## config.mk

```make
export PLATFORM = sky130hd
export DESIGN_NAME = pspin_her_arb_flat
export DESIGN_NICKNAME = d
export VERILOG_FILES = /design/src/rtl/pspin_her_arb_pkg.sv /design/src/rtl/pspin_her_arb_if.sv /design/src/rtl/pspin_rr_arbiter.sv /design/src/rtl/pspin_her_arb.sv /design/src/flat_wrapper.sv
export SDC_FILE = /design/constraint.sdc
export NUM_CORES = 1
export LEC_CHECK = 0
export BUFFER_PORTS_ARGS = -buffer_cell sky130_fd_sc_hd__buf_2
export CAP_MARGIN = 20
export CORE_AREA = 5 5 169 171
export CTS_BUF_LIST = sky130_fd_sc_hd__clkbuf_4 sky130_fd_sc_hd__clkbuf_8
export DETAILED_ROUTE_END_ITERATION = 10
export DIE_AREA = 0 0 174 176
export GPL_TIMING_DRIVEN = 0
export PLACE_DENSITY = 0.52
export SLEW_MARGIN = 40
export SYNTH_ARGS = -nofsm -noshare
export SYNTH_HDL_FRONTEND = slang
export SYNTH_SLANG_ARGS = --single-unit
```

## constraint.sdc

```tcl
create_clock -name clk -period 3.2 [get_ports clk]
set_input_delay 0.64 -clock clk [delete_from_list [all_inputs] [get_ports clk]]
set_output_delay 0.64 -clock clk [all_outputs]
set_load 0.01 [all_outputs]
```

## src/rtl/pspin_her_arb_pkg.sv

```systemverilog
// pspin_her_arb_pkg: shared PsPIN parameters for the HER arbiter and HER generator.
package pspin_her_arb_pkg;
  localparam int NUM_PORTS = 4;
  localparam int MAX_INFLIGHT = 16;
  localparam int CNT_W = $clog2(MAX_INFLIGHT + 1);
  localparam int PORT_W = $clog2(NUM_PORTS);
  localparam int HER_ADDR_WIDTH = 32;
  localparam int HER_LEN_WIDTH = 20;
  localparam int HER_TAG_WIDTH = 32;
endpackage

```

## src/rtl/pspin_her_arb_if.sv

```systemverilog
// pspin_her_arb_if: ingress completion requests and the HER generator beat.
interface pspin_her_arb_if #(
  parameter int NUM_PORTS = pspin_her_arb_pkg::NUM_PORTS,
  parameter int AXI_ADDR_WIDTH = pspin_her_arb_pkg::HER_ADDR_WIDTH,
  parameter int LEN_WIDTH = pspin_her_arb_pkg::HER_LEN_WIDTH,
  parameter int TAG_WIDTH = pspin_her_arb_pkg::HER_TAG_WIDTH,
  parameter int PORT_W = $clog2(NUM_PORTS)
);
  logic [NUM_PORTS*AXI_ADDR_WIDTH-1:0] in_addr;
  logic [NUM_PORTS*LEN_WIDTH-1:0] in_len;
  logic [NUM_PORTS*TAG_WIDTH-1:0] in_tag;
  logic [NUM_PORTS-1:0] in_valid;
  logic [NUM_PORTS-1:0] in_ready;
  logic [AXI_ADDR_WIDTH-1:0] gen_addr;
  logic [LEN_WIDTH-1:0] gen_len;
  logic [TAG_WIDTH-1:0] gen_tag;
  logic [PORT_W-1:0] gen_port;
  logic gen_valid;
  logic gen_ready;
  modport slave (
    input in_addr, in_len, in_tag, in_valid, gen_ready,
    output in_ready, gen_addr, gen_len, gen_tag, gen_port, gen_valid
  );
  modport master (
    output in_addr, in_len, in_tag, in_valid, gen_ready,
    input in_ready, gen_addr, gen_len, gen_tag, gen_port, gen_valid
  );
endinterface

```

## src/rtl/pspin_rr_arbiter.sv

```systemverilog
// pspin_rr_arbiter: round-robin pick of the first request at or after ptr.
module pspin_rr_arbiter #(
  parameter int NUM_PORTS = pspin_her_arb_pkg::NUM_PORTS,
  localparam int PORT_W = $clog2(NUM_PORTS)
) (
  input  logic [NUM_PORTS-1:0] req,
  input  logic [PORT_W-1:0]    ptr,
  output logic [NUM_PORTS-1:0] gnt,
  output logic [PORT_W-1:0]    idx,
  output logic                 any
);
  import pspin_her_arb_pkg::*;
  always_comb begin
    idx = ptr;
    // scan downward so the nearest request to ptr is the last one written
    for (int k = NUM_PORTS - 1; k >= 0; k--)
      if (req[ptr + PORT_W'(k)]) idx = ptr + PORT_W'(k);
    any = |req;
    gnt = any ? NUM_PORTS'(1) << idx : '0;
  end
endmodule

```

## src/rtl/pspin_her_arb.sv

```systemverilog
// pspin_her_arb: arbitrates ingress DMA completions into a single registered HER beat under an inflight limit.
module pspin_her_arb #(
  parameter int NUM_PORTS = pspin_her_arb_pkg::NUM_PORTS,
  parameter int AXI_ADDR_WIDTH = pspin_her_arb_pkg::HER_ADDR_WIDTH,
  parameter int LEN_WIDTH = pspin_her_arb_pkg::HER_LEN_WIDTH,
  parameter int TAG_WIDTH = pspin_her_arb_pkg::HER_TAG_WIDTH,
  parameter int MAX_INFLIGHT = pspin_her_arb_pkg::MAX_INFLIGHT,
  localparam int CNT_W = $clog2(MAX_INFLIGHT + 1),
  localparam int PORT_W = $clog2(NUM_PORTS)
) (
  input  logic             clk,
  input  logic             rstn,
  pspin_her_arb_if.slave   bus,
  input  logic             her_done,
  input  logic             enable,
  input  logic [CNT_W-1:0] inflight_limit,
  output logic [CNT_W-1:0] inflight_count,
  output logic             underflow_err
);
  import pspin_her_arb_pkg::*;
  localparam logic [CNT_W-1:0] MAX_CNT = CNT_W'(MAX_INFLIGHT);
  logic [NUM_PORTS-1:0] gnt;
  logic [PORT_W-1:0] idx, rr_ptr_q, rr_ptr_d, gen_port_q, gen_port_d;
  logic any, grant, accept, can_issue, slot_free;
  logic [CNT_W-1:0] limit, cnt_q, cnt_d;
  logic err_q, err_d, gen_valid_q, gen_valid_d;
  logic [AXI_ADDR_WIDTH-1:0] gen_addr_q, gen_addr_d;
  logic [LEN_WIDTH-1:0] gen_len_q, gen_len_d;
  logic [TAG_WIDTH-1:0] gen_tag_q, gen_tag_d;
  pspin_rr_arbiter #(.NUM_PORTS(NUM_PORTS)) u_rr (
    .req(bus.in_valid), .ptr(rr_ptr_q), .gnt(gnt), .idx(idx), .any(any)
  );
  always_comb begin
    limit = inflight_limit > MAX_CNT ? MAX_CNT : inflight_limit;
    // a held beat already owns one slot of the budget
    can_issue = enable && ({1'b0, cnt_q} + {{CNT_W{1'b0}}, gen_valid_q}) < {1'b0, limit};
    slot_free = !gen_valid_q || bus.gen_ready;
    grant = slot_free && can_issue && any;
    accept = gen_valid_q && bus.gen_ready;
    gen_valid_d = grant || (gen_valid_q && !accept);
    gen_addr_d = grant ? bus.in_addr[idx*AXI_ADDR_WIDTH +: AXI_ADDR_WIDTH] : gen_addr_q;
    gen_len_d = grant ? bus.in_len[idx*LEN_WIDTH +: LEN_WIDTH] : gen_len_q;
    gen_tag_d = grant ? bus.in_tag[idx*TAG_WIDTH +: TAG_WIDTH] : gen_tag_q;
    gen_port_d = grant ? idx : gen_port_q;
    rr_ptr_d = grant ? idx + 1'b1 : rr_ptr_q;
    cnt_d = accept && !her_done ? cnt_q + 1'b1 :
            her_done && !accept && cnt_q != '0 ? cnt_q - 1'b1 : cnt_q;
    err_d = err_q || (her_done && !accept && cnt_q == '0);
  end
  always_ff @(posedge clk or negedge rstn) begin
    if (!rstn) begin
      gen_valid_q <= 1'b0;
      gen_addr_q <= '0;
      gen_len_q <= '0;
      gen_tag_q <= '0;
      gen_port_q <= '0;
      rr_ptr_q <= '0;
      cnt_q <= '0;
      err_q <= 1'b0;
    end else begin
      gen_valid_q <= gen_valid_d;
      gen_addr_q <= gen_addr_d;
      gen_len_q <= gen_len_d;
      gen_tag_q <= gen_tag_d;
      gen_port_q <= gen_port_d;
      rr_ptr_q <= rr_ptr_d;
      cnt_q <= cnt_d;
      err_q <= err_d;
    end
  end
  assign bus.in_ready = grant && rstn ? gnt : '0;
  assign bus.gen_valid = gen_valid_q;
  assign bus.gen_addr = gen_addr_q;
  assign bus.gen_len = gen_len_q;
  assign bus.gen_tag = gen_tag_q;
  assign bus.gen_port = gen_port_q;
  assign inflight_count = cnt_q;
  assign underflow_err = err_q;
endmodule

```

## src/flat_wrapper.sv

```systemverilog
// flat-port wrapper written by rule: the top's interface ports become plain ports
module pspin_her_arb_flat import pspin_her_arb_pkg::*;
#(
  parameter int NUM_PORTS = pspin_her_arb_pkg::NUM_PORTS,
  parameter int AXI_ADDR_WIDTH = pspin_her_arb_pkg::HER_ADDR_WIDTH,
  parameter int LEN_WIDTH = pspin_her_arb_pkg::HER_LEN_WIDTH,
  parameter int TAG_WIDTH = pspin_her_arb_pkg::HER_TAG_WIDTH,
  parameter int MAX_INFLIGHT = pspin_her_arb_pkg::MAX_INFLIGHT,
  localparam int CNT_W = $clog2(MAX_INFLIGHT + 1),
  localparam int PORT_W = $clog2(NUM_PORTS)
)
  (clk, rstn, her_done, enable, inflight_limit, inflight_count, underflow_err, bus_in_addr, bus_in_len, bus_in_tag, bus_in_valid, bus_gen_ready, bus_in_ready, bus_gen_addr, bus_gen_len, bus_gen_tag, bus_gen_port, bus_gen_valid);
  pspin_her_arb_if #(.NUM_PORTS(NUM_PORTS), .AXI_ADDR_WIDTH(AXI_ADDR_WIDTH), .LEN_WIDTH(LEN_WIDTH), .TAG_WIDTH(TAG_WIDTH)) bus_i ();
  input  logic clk;
  input  logic rstn;
  input  logic her_done;
  input  logic enable;
  input  logic [CNT_W-1:0] inflight_limit;
  output logic [CNT_W-1:0] inflight_count;
  output logic underflow_err;
  input wire logic [$bits(bus_i.in_addr)-1:0] bus_in_addr;
  input wire logic [$bits(bus_i.in_len)-1:0] bus_in_len;
  input wire logic [$bits(bus_i.in_tag)-1:0] bus_in_tag;
  input wire logic [$bits(bus_i.in_valid)-1:0] bus_in_valid;
  input wire logic [$bits(bus_i.gen_ready)-1:0] bus_gen_ready;
  output wire logic [$bits(bus_i.in_ready)-1:0] bus_in_ready;
  output wire logic [$bits(bus_i.gen_addr)-1:0] bus_gen_addr;
  output wire logic [$bits(bus_i.gen_len)-1:0] bus_gen_len;
  output wire logic [$bits(bus_i.gen_tag)-1:0] bus_gen_tag;
  output wire logic [$bits(bus_i.gen_port)-1:0] bus_gen_port;
  output wire logic [$bits(bus_i.gen_valid)-1:0] bus_gen_valid;
  assign bus_i.in_addr = bus_in_addr;
  assign bus_i.in_len = bus_in_len;
  assign bus_i.in_tag = bus_in_tag;
  assign bus_i.in_valid = bus_in_valid;
  assign bus_i.gen_ready = bus_gen_ready;
  assign bus_in_ready = bus_i.in_ready;
  assign bus_gen_addr = bus_i.gen_addr;
  assign bus_gen_len = bus_i.gen_len;
  assign bus_gen_tag = bus_i.gen_tag;
  assign bus_gen_port = bus_i.gen_port;
  assign bus_gen_valid = bus_i.gen_valid;
  pspin_her_arb #(.NUM_PORTS(NUM_PORTS), .AXI_ADDR_WIDTH(AXI_ADDR_WIDTH), .LEN_WIDTH(LEN_WIDTH), .TAG_WIDTH(TAG_WIDTH), .MAX_INFLIGHT(MAX_INFLIGHT)) u_core (.clk(clk), .rstn(rstn), .bus(bus_i), .her_done(her_done), .enable(enable), .inflight_limit(inflight_limit), .inflight_count(inflight_count), .underflow_err(underflow_err));
endmodule
```

==> impl_metrics.toml, run 1 <==
[status]
status = "finished, final reports clean"

[placement]
dp_cells = 1542
io_buffers = 446
dp_hpwl_microns = 26490
placed_cell_area_sq_um = 9552
finalWeightedCongestion = 0.8884

[worst_setup_path]
endpoint_kind = "primary output"
worstPathCellList = "ha_4 > ha_4 > nand3_2 > xnor2_2 > ha_1 > nand4b_1 > a31oi_2 > o21ai_4 > inv_4 > and3_4 > buf_6"
arrival_ps = 2410
crit_type = "reg -> out"
r2r-end = "u_core.bus.gen_tag[24]"
slowest_stage = "dfrtp_2"
r2r_cells = 12
regToRegStartpoint = "u_core.inflight_count[0]"
cp-start-kind = "register"
worst-path-buf-inv = 2
path_max_fanout = 4
worst_ep_required_time_ps = 2560
rrSetupSlack_ps = 320
cp_top_family = "adder cells"
max_stage_delay_ps = 410
cp_common_cell = "ha_4"

[clocking]
cts.sinks = 95
cts_tree = "built"
root_buffer = "clkbuf_8"
clock_path_buffers = 2
cts_hold_buffers = 0
clk_pin_slew_ps = 110
clock_latency_ps = 370
cts_buffers = 9
h-tree-depth = 3

[die]
coreArea_sq_um = 26730
die_y_microns = 176
die_area_sq_um = 30620
die_width_microns = 174
ioPinCount = 447
start_util_pct = 25.65
rows = 60

[global_routing]
grt-ovfl-total = 0
grt_pass1_wl_microns = 48990
track_usage_pct = 20.51
grt_max_degree = 53
grt_pass1_vias = 8310
antenna_found_initial = 5

[final_layout]
final_util_pct = 36.88
nFillCells = 2861
nets = 1578
fin_area_sq_um = 9857
drive_above_1_share_pct = 53.08
final_cells = 1564
ff_latch_area_sq_um = 2380
multi_input_area_sq_um = 4061
areaGrowthSynthToFinish_pct = 43.81

[detailed_routing]
vias = 7905
ant_nets = 0
wl_per_cell_microns = 21.07
drt_iter0_markers = 384
route.detailed.drc = 0
drt-pass1-iter-count = 5
avgViaCountPerCell = 5.054
routed_wl_microns = 32950

[timing]
timing.final.hold_violations = 0
setup_tns_ps = 0
min_period_ps = 3052
fmax_mhz = 327.7
hold_ws_ps = 161.9
worstMarginPinSlew_ps = 710.6
setup_violations = 0
finalMaxSlewViolations = 0
min_period_over_period_pct = 95.37
finalClockSkew_ps = 13.94
relSlewSlack_pct = 52.63

[synth]
ys_types = 42
ys_warn_count = 0
yosysSeqAreaShare_pct = 34.68
syn_area_sq_um = 6854
synth_edf_count = 0
synthCells = 754
syn_nets = 1118
netlist_top_cells_area = "dfrtp_1 35%, a221oi_2 13%, nand2_1 9.7%"
synth_top_area_cell = "dfrtp_1"
synth_seq_cells = 95
syn_area_per_cell_sq_um = 9.090
synth_top_flop_cell = "dfrtp_1"
synthArstFlopShare_pct = 100.0
synth.top_cell.area_share_pct = 34.68

[power]
p_leak_nw = 5.288
power_density_nw_per_um2 = 938.8
ir_worst_vdd_mv = 0.3502

[run]
maxCapViolations = 0

[hold_path]
hp-class = "in -> async"
-- worst max path at each step --
stage / startpoint / to / slack (ps) / cells after the start
after global routing: u_core.inflight_count[0] / bus_in_ready[2] / -6 / 11
after CTS: u_core.inflight_count[0] / bus_in_ready[2] / 10 / 12
after detailed placement: u_core.inflight_count[0] / bus_in_ready[2] / -530 / 12
final: u_core.inflight_count[0] / bus_in_ready[2] / 150 / 11
after global placement: u_core.inflight_count[0] / bus_in_ready[3] / -480 / 12
after floorplan: u_core.inflight_count[0] / bus_in_ready[0] / 220 / 10
-- flip-flops by register name, indices dropped and copies added, names as in the netlist --
register / cells
u_core.bus.gen_addr: 32
u_core.bus.gen_tag: 32
u_core.bus.gen_len: 20
u_core.inflight_count: 5
u_core.bus.gen_port: 2
u_core.rr_ptr_q: 2
u_core.bus.gen_valid: 1
u_core.underflow_err: 1
-- metrics by stage --
| step | total power [mW] | setup WS [ps] |
|---|---|---|
| final | 9.253 | 148.1 |
| after global routing | 10.04 | -5.795 |
| after CTS | 9.401 | 11.39 |
| after detailed placement | 8.449 | -533.7 |
| after global placement | 8.385 | -475.4 |
| after floorplan | 6.174 | 221.0 |
-- synth_stat cells (2+ instances only) --
cell type    n
buf_4       10
xor2_1       3
a21o_1      87
nand2_1    177
o21ai_0      4
or4_1        2
clkbuf_1    23
nand2b_1     2
nor2b_1      4
a21oi_2     50
mux2_2       4
inv_1        2
xnor2_1      4
buf_6       12
a21oi_1    121
dfrtp_1     95
and3_1       5
a221oi_2    59
nor2_1       2
nand3_1      2
a221oi_1    25
ha_1        13
buf_2       29
-- layout by cell type, fill, tap and decap left out, types with 2 or more instances in the layout --
cell	n
clkinv_4	2
buf_4	16
dfrtp_2	2
diode_2	4
a221oi_2	59
a21oi_2	50
dfrtp_1	93
xnor2_1	3
mux2_2	4
and3_1	3
a21o_1	87
clkbuf_8	11
nor2b_1	4
inv_6	3
ha_4	2
o21ai_0	4
clkbuf_1	22
nand2_1	177
buf_8	2
a21oi_1	121
nor2_1	2
a221oi_1	25
xor2_1	3
nand2b_1	2
buf_6	14
ha_1	11
and3_4	2
buf_2	468
or4_1	2
-- report_power, final --
part / switching [mW] / internal [mW] / leakage [nW] / total [mW]
Combinational: 3.82 / 2.45 / 4.02 / 6.28
Clock: 0.468 / 0.333 / 0.100 / 0.801
Sequential: 0.368 / 1.81 / 1.17 / 2.18
-- what timing repair did --
item / CTS / global route
resized for setup: 18 / 3
setup endpoints to repair: 4 / 4
pin swaps: 4 / 1
buffers inserted: 5 / 1
-- layout make-up --
cell class | instances | area share [%]
antenna | 4 | 0.1015
buffer | 71 | 4.417
clock buffer | 11 | 1.536
clock inverter | 5 | 0.4062
inverter | 4 | 0.2285
multi-input combinational | 580 | 41.20
sequential | 95 | 24.14
tap | 341 | 4.329
timing repair buffer | 453 | 23.64
-- layer usage --
| layer | track usage [%] | share of wire (%) | wire [microns] | up-vias |
|---|---|---|---|---|
| li1 | - | - | - | 3699 |
| met1 | 25.56 | 42 | 13780 | 3812 |
| met2 | 34.54 | 49 | 16000 | 343 |
| met3 | 5.739 | 7.1 | 2354 | 49 |
| met4 | 6.500 | 2.4 | 790 | 2 |
| met5 | 0 | 0.039 | 13 | - |
-- cell families (layout without fill, tap and decap cells) --
| kind of cell | count (synthesis) | in the layout | synth area share, % |
|---|---|---|---|
| other | 0 | 4 | 0 |
| AND/OR/NAND/NOR | 199 | 199 | 11.68 |
| buffers and inverters | 79 | 544 | 6.955 |
| multiplexers | 5 | 5 | 0.8032 |
| AO/OA/AOI/OAI | 355 | 355 | 42.31 |
| adder cells (fa/ha/maj) | 14 | 14 | 2.665 |
| flip-flops | 95 | 95 | 34.68 |
| XOR/XNOR | 7 | 7 | 0.8945 |
Note: power is estimated with default switching activity, not from simulation.
==> run 2: changes to the inputs <==
REMOVE_ABC_BUFFERS = 1   (was unset)
==> impl_metrics.toml, run 2 (same netlist as run 1, synthesis figures left out) <==
[global_routing]
grt-ovfl-total = 0
grt_pass1_wl_microns = 42010
track_usage_pct = 16.91
grt_max_degree = 87
grt_pass1_vias = 7672
antenna_found_initial = 1

[timing]
hold_ws_ps = 130.8
setup_tns_ps = 0
relSlewSlack_pct = 49.22
worstMarginPinSlew_ps = 761.7
finalMaxSlewViolations = 0
min_period_over_period_pct = 97.94
fmax_mhz = 319.1
rsz0062_at_grt = "true"
setup_violations = 0
timing.final.hold_violations = 0
min_period_ps = 3134
setup_slack_ps = 65.88
finalClockSkew_ps = 19.78

[final_layout]
fin_area_sq_um = 9918
ff_latch_area_sq_um = 2381
final_cells = 1517
multi_input_area_sq_um = 4111
nets = 1533
drive_above_1_share_pct = 53.83
nFillCells = 2818
layout_commonest_cell = "buf_2"
final_cell_mix = "442 x buf_2, 177 x nand2_1, 121 x a21oi_1"
final_util_pct = 37.11
areaGrowthSynthToFinish_pct = 44.71

[placement]
dp_cells = 1485
placed_cell_area_sq_um = 9477
io_buffers = 446
dp_hpwl_microns = 20210
post-place-ws_ps = -375.6
finalWeightedCongestion = 0.7925

[worst_setup_path]
r2r_cells = 14
regToRegStartpoint = "u_core.inflight_count[0]"
r2r-end = "u_core.bus.gen_addr[5]"
cp-start-kind = "input pin"
arrival_ps = 2490
crit_path_start = "bus_in_valid[0]"
critPathCapture = "bus_in_ready[1]"
worst_ep_required_time_ps = 2560
endpoint_kind = "primary output"
crit_type = "in -> out"
path_max_fanout = 37
rrSetupSlack_ps = 130

[die]
die_width_microns = 174
ioPinCount = 447
rows = 60
die_y_microns = 176
start_util_pct = 25.65
coreArea_sq_um = 26730
die_area_sq_um = 30620

[detailed_routing]
drt_iter0_markers = 305
ant_nets = 0
vias = 7538
avgViaCountPerCell = 4.969
route.detailed.drc = 0
routed_wl_microns = 27540
wl_per_cell_microns = 18.15
drt-pass1-iter-count = 4

[power]
total_power_mw = 9.127
ir_worst_vdd_mv = 0.3879
p_leak_nw = 5.262
power_density_nw_per_um2 = 920.3

[clocking]
root_buffer = "clkbuf_8"
cts_tree = "built"
clock_latency_ps = 370
cts.sinks = 95
clock_path_buffers = 2
clk_pin_slew_ps = 110
h-tree-depth = 3
cts_buffers = 9
cts_hold_buffers = 0

[status]
status = "finished, final reports clean"

[hold_path]
hp-class = "in -> async"

[run]
maxCapViolations = 0
[run 2: worst min path at each step]
stage | from | end | depth (start not counted)
floorplan | rstn | u_core.bus.gen_addr[0] | 0
global placement | u_core.underflow_err | u_core.underflow_err | 1
detailed placement | u_core.underflow_err | u_core.underflow_err | 1
CTS | rstn | u_core.bus.gen_addr[10] | 1
global route | rstn | u_core.bus.gen_addr[10] | 1
finish | rstn | u_core.bus.gen_addr[10] | 1
[run 2: timing repair]
| action | in CTS | in global routing |
|---|---|---|
| setup buffers | 7 | 4 |
| cloned | 3 | 0 |
| pin swaps | 7 | 3 |
| endpoints found under the setup margin | 35 | 20 |
| gates resized for setup | 20 | 6 |
[run 2: where the power goes]
group,switching [mW],internal (mW),total [mW]
Combinational,3.56,2.59,6.15
Sequential,0.356,1.81,2.16
Clock,0.477,0.334,0.811
Total,4.40,4.73,9.13
[run 2: metal layers]
metal / up-vias / share of wire, % / track usage (%)
li1: 3600 / - / -
met1: 3603 / 39 / 19.69
met2: 304 / 51 / 30.39
met3: 31 / 7.6 / 4.475
met4: 0 / 2.1 / 5.345
met5: - / 0 / 0
[run 2: worst max-delay path, stage by stage]
cell	delay [ps]
buf_2	120
nor2b_2	170
a2111oi_4	350
or2_4	200
buf_12	190
inv_12	110
buf_16	200
ha_1	210
and3_1	130
buf_2	140
[run 2: area by class of cell]
type / instances / share of cell area, %
well taps: 341 / 4.302
flip-flops and latches: 95 / 24.01
diodes: 2 / 0.05046
repair inverters: 1 / 0.08831
multi-input cells: 581 / 41.45
clock buffers: 11 / 1.526
clock inverters: 5 / 0.4037
inverters: 4 / 0.4415
repair buffers: 477 / 27.73
==> run 3: changes to the inputs <==
clock period = 3.4 ns   (was 3.2 ns; I/O delays follow)
==> impl_metrics.toml, run 3 (same netlist as run 1, synthesis figures left out) <==
[timing]
fmax_mhz = 306.9
relSlewSlack_pct = 62.73
min_period_ps = 3259
setup_violations = 0
finalMaxSlewViolations = 0
timing.final.hold_violations = 0
worstMarginPinSlew_ps = 559.1
setup_slack_ps = 141.3
finalClockSkew_ps = 18.63
min_period_over_period_pct = 95.84

[detailed_routing]
drt_iter0_markers = 296
route.detailed.drc = 0
routed_wl_microns = 27490
wl_per_cell_microns = 18.13
vias = 7512
drt-pass1-iter-count = 4
ant_nets = 0
avgViaCountPerCell = 4.955

[clocking]
cts_tree = "built"
clock_latency_ps = 370
cts_buffers = 9
cts.sinks = 95
root_buffer = "clkbuf_8"
clk_pin_slew_ps = 110
clock_path_buffers = 2
h-tree-depth = 3

[placement]
post-place-ws_ps = -255.6
finalWeightedCongestion = 0.7925
io_buffers = 446
dp_hpwl_microns = 20210

[die]
die_width_microns = 174
coreArea_sq_um = 26730
start_util_pct = 25.65
ioPinCount = 447
die_y_microns = 176
rows = 60
die_area_sq_um = 30620

[final_layout]
areaGrowthSynthToFinish_pct = 44.07
final_cell_mix = "445 x buf_2, 177 x nand2_1, 121 x a21oi_1"
final_util_pct = 36.95
drive_above_1_share_pct = 53.15
layout_commonest_cell = "buf_2"
nFillCells = 2826
nets = 1533

[global_routing]
grt_pass1_wl_microns = 41190
antenna_found_initial = 0
grt_max_degree = 173
track_usage_pct = 16.51
grt-ovfl-total = 0
grt_pass1_vias = 7597

[hold_path]
hp-class = "in -> async"

[run]
maxCapViolations = 0

[status]
status = "finished, final reports clean"

[worst_setup_path]
crit_type = "in -> out"
worst_ep_required_time_ps = 2720
endpoint_kind = "primary output"
path_max_fanout = 37
cp-start-kind = "input pin"
arrival_ps = 2580

[power]
p_leak_nw = 5.264
ir_worst_vdd_mv = 0.3628
power_density_nw_per_um2 = 867.1
-- run 3: cell count changes in the layout (fill, tap and decap cells not counted), sizes merged --
cell    before  now
inv          7    6
clkinv       3    4
diode        2    1
-- run 3: worst max-delay path, stage by stage --
cell       delay, ps
buf_2            120
nor2b_1          170
a2111oi_4        370
or2_4            200
buf_12           180
inv_8            130
buf_16           220
ha_1             210
and3_1           130
buf_2            140
-- run 3: layer usage --
layer	GRT usage [%]	up-vias	routed length (microns)
met1	19.27	3577	10900
met5	0	-	0
met2	29.87	311	13990
met3	4.433	26	2057
met4	4.553	0	543
li1	-	3598	-
-- run 3: cell type report --
cell class	instances	area, sq um	area share (%)
antenna	1	2.502	0.02534
clock buffer	11	151.4	1.533
clock inverter	5	40.04	0.4055
inverter	4	48.80	0.4942
multi-input combinational	581	4079	41.31
sequential	95	2380	24.10
tap	341	426.7	4.321
timing repair buffer	477	2735	27.70
timing repair inverter	1	11.26	0.1140
-- run 3: final timing paths --
path                                     startpoint                 endpoint  slack [ps]  cells after the start
min in group clk               u_core.underflow_err     u_core.underflow_err         470                      1
min                                            rstn  u_core.bus.gen_addr[10]         170                      1
max reg2reg                u_core.inflight_count[0]  u_core.bus.gen_addr[30]         220                     15
max in group asynchronous                      rstn  u_core.bus.gen_addr[30]        2590                      2
max                                 bus_in_valid[0]          bus_in_ready[1]         140                     10
min reg2reg                    u_core.underflow_err     u_core.underflow_err         470                      1
-- run 3: report_power, final --
group          internal [mW]  switching, mW
clock                  0.314          0.449
sequential              1.70          0.333
combinational           2.42           3.34
-- run 3: stage by stage --
stage	cells	TNS, ps	instance area [sq um]	hold WS [ps]	total power, mW
final	1516	0	9874	174.7	8.563
after global routing	1515	-2.596	9872	175.4	9.256
after CTS	1508	0	9781	163.9	8.576
after detailed placement	1485	-510.1	9477	454.2	7.610
after global placement	1466	-541090	9056	453.0	7.300
after floorplan	679	-283690	6397	384.4	5.680
-- run 3: what timing repair did --
item,4_1_cts,5_1_grt
resized for setup,9,5
hold buffers,0,0
setup endpoints to repair,6,4
setup buffers,5,6
gates cloned,2,1
pin swaps,3,2
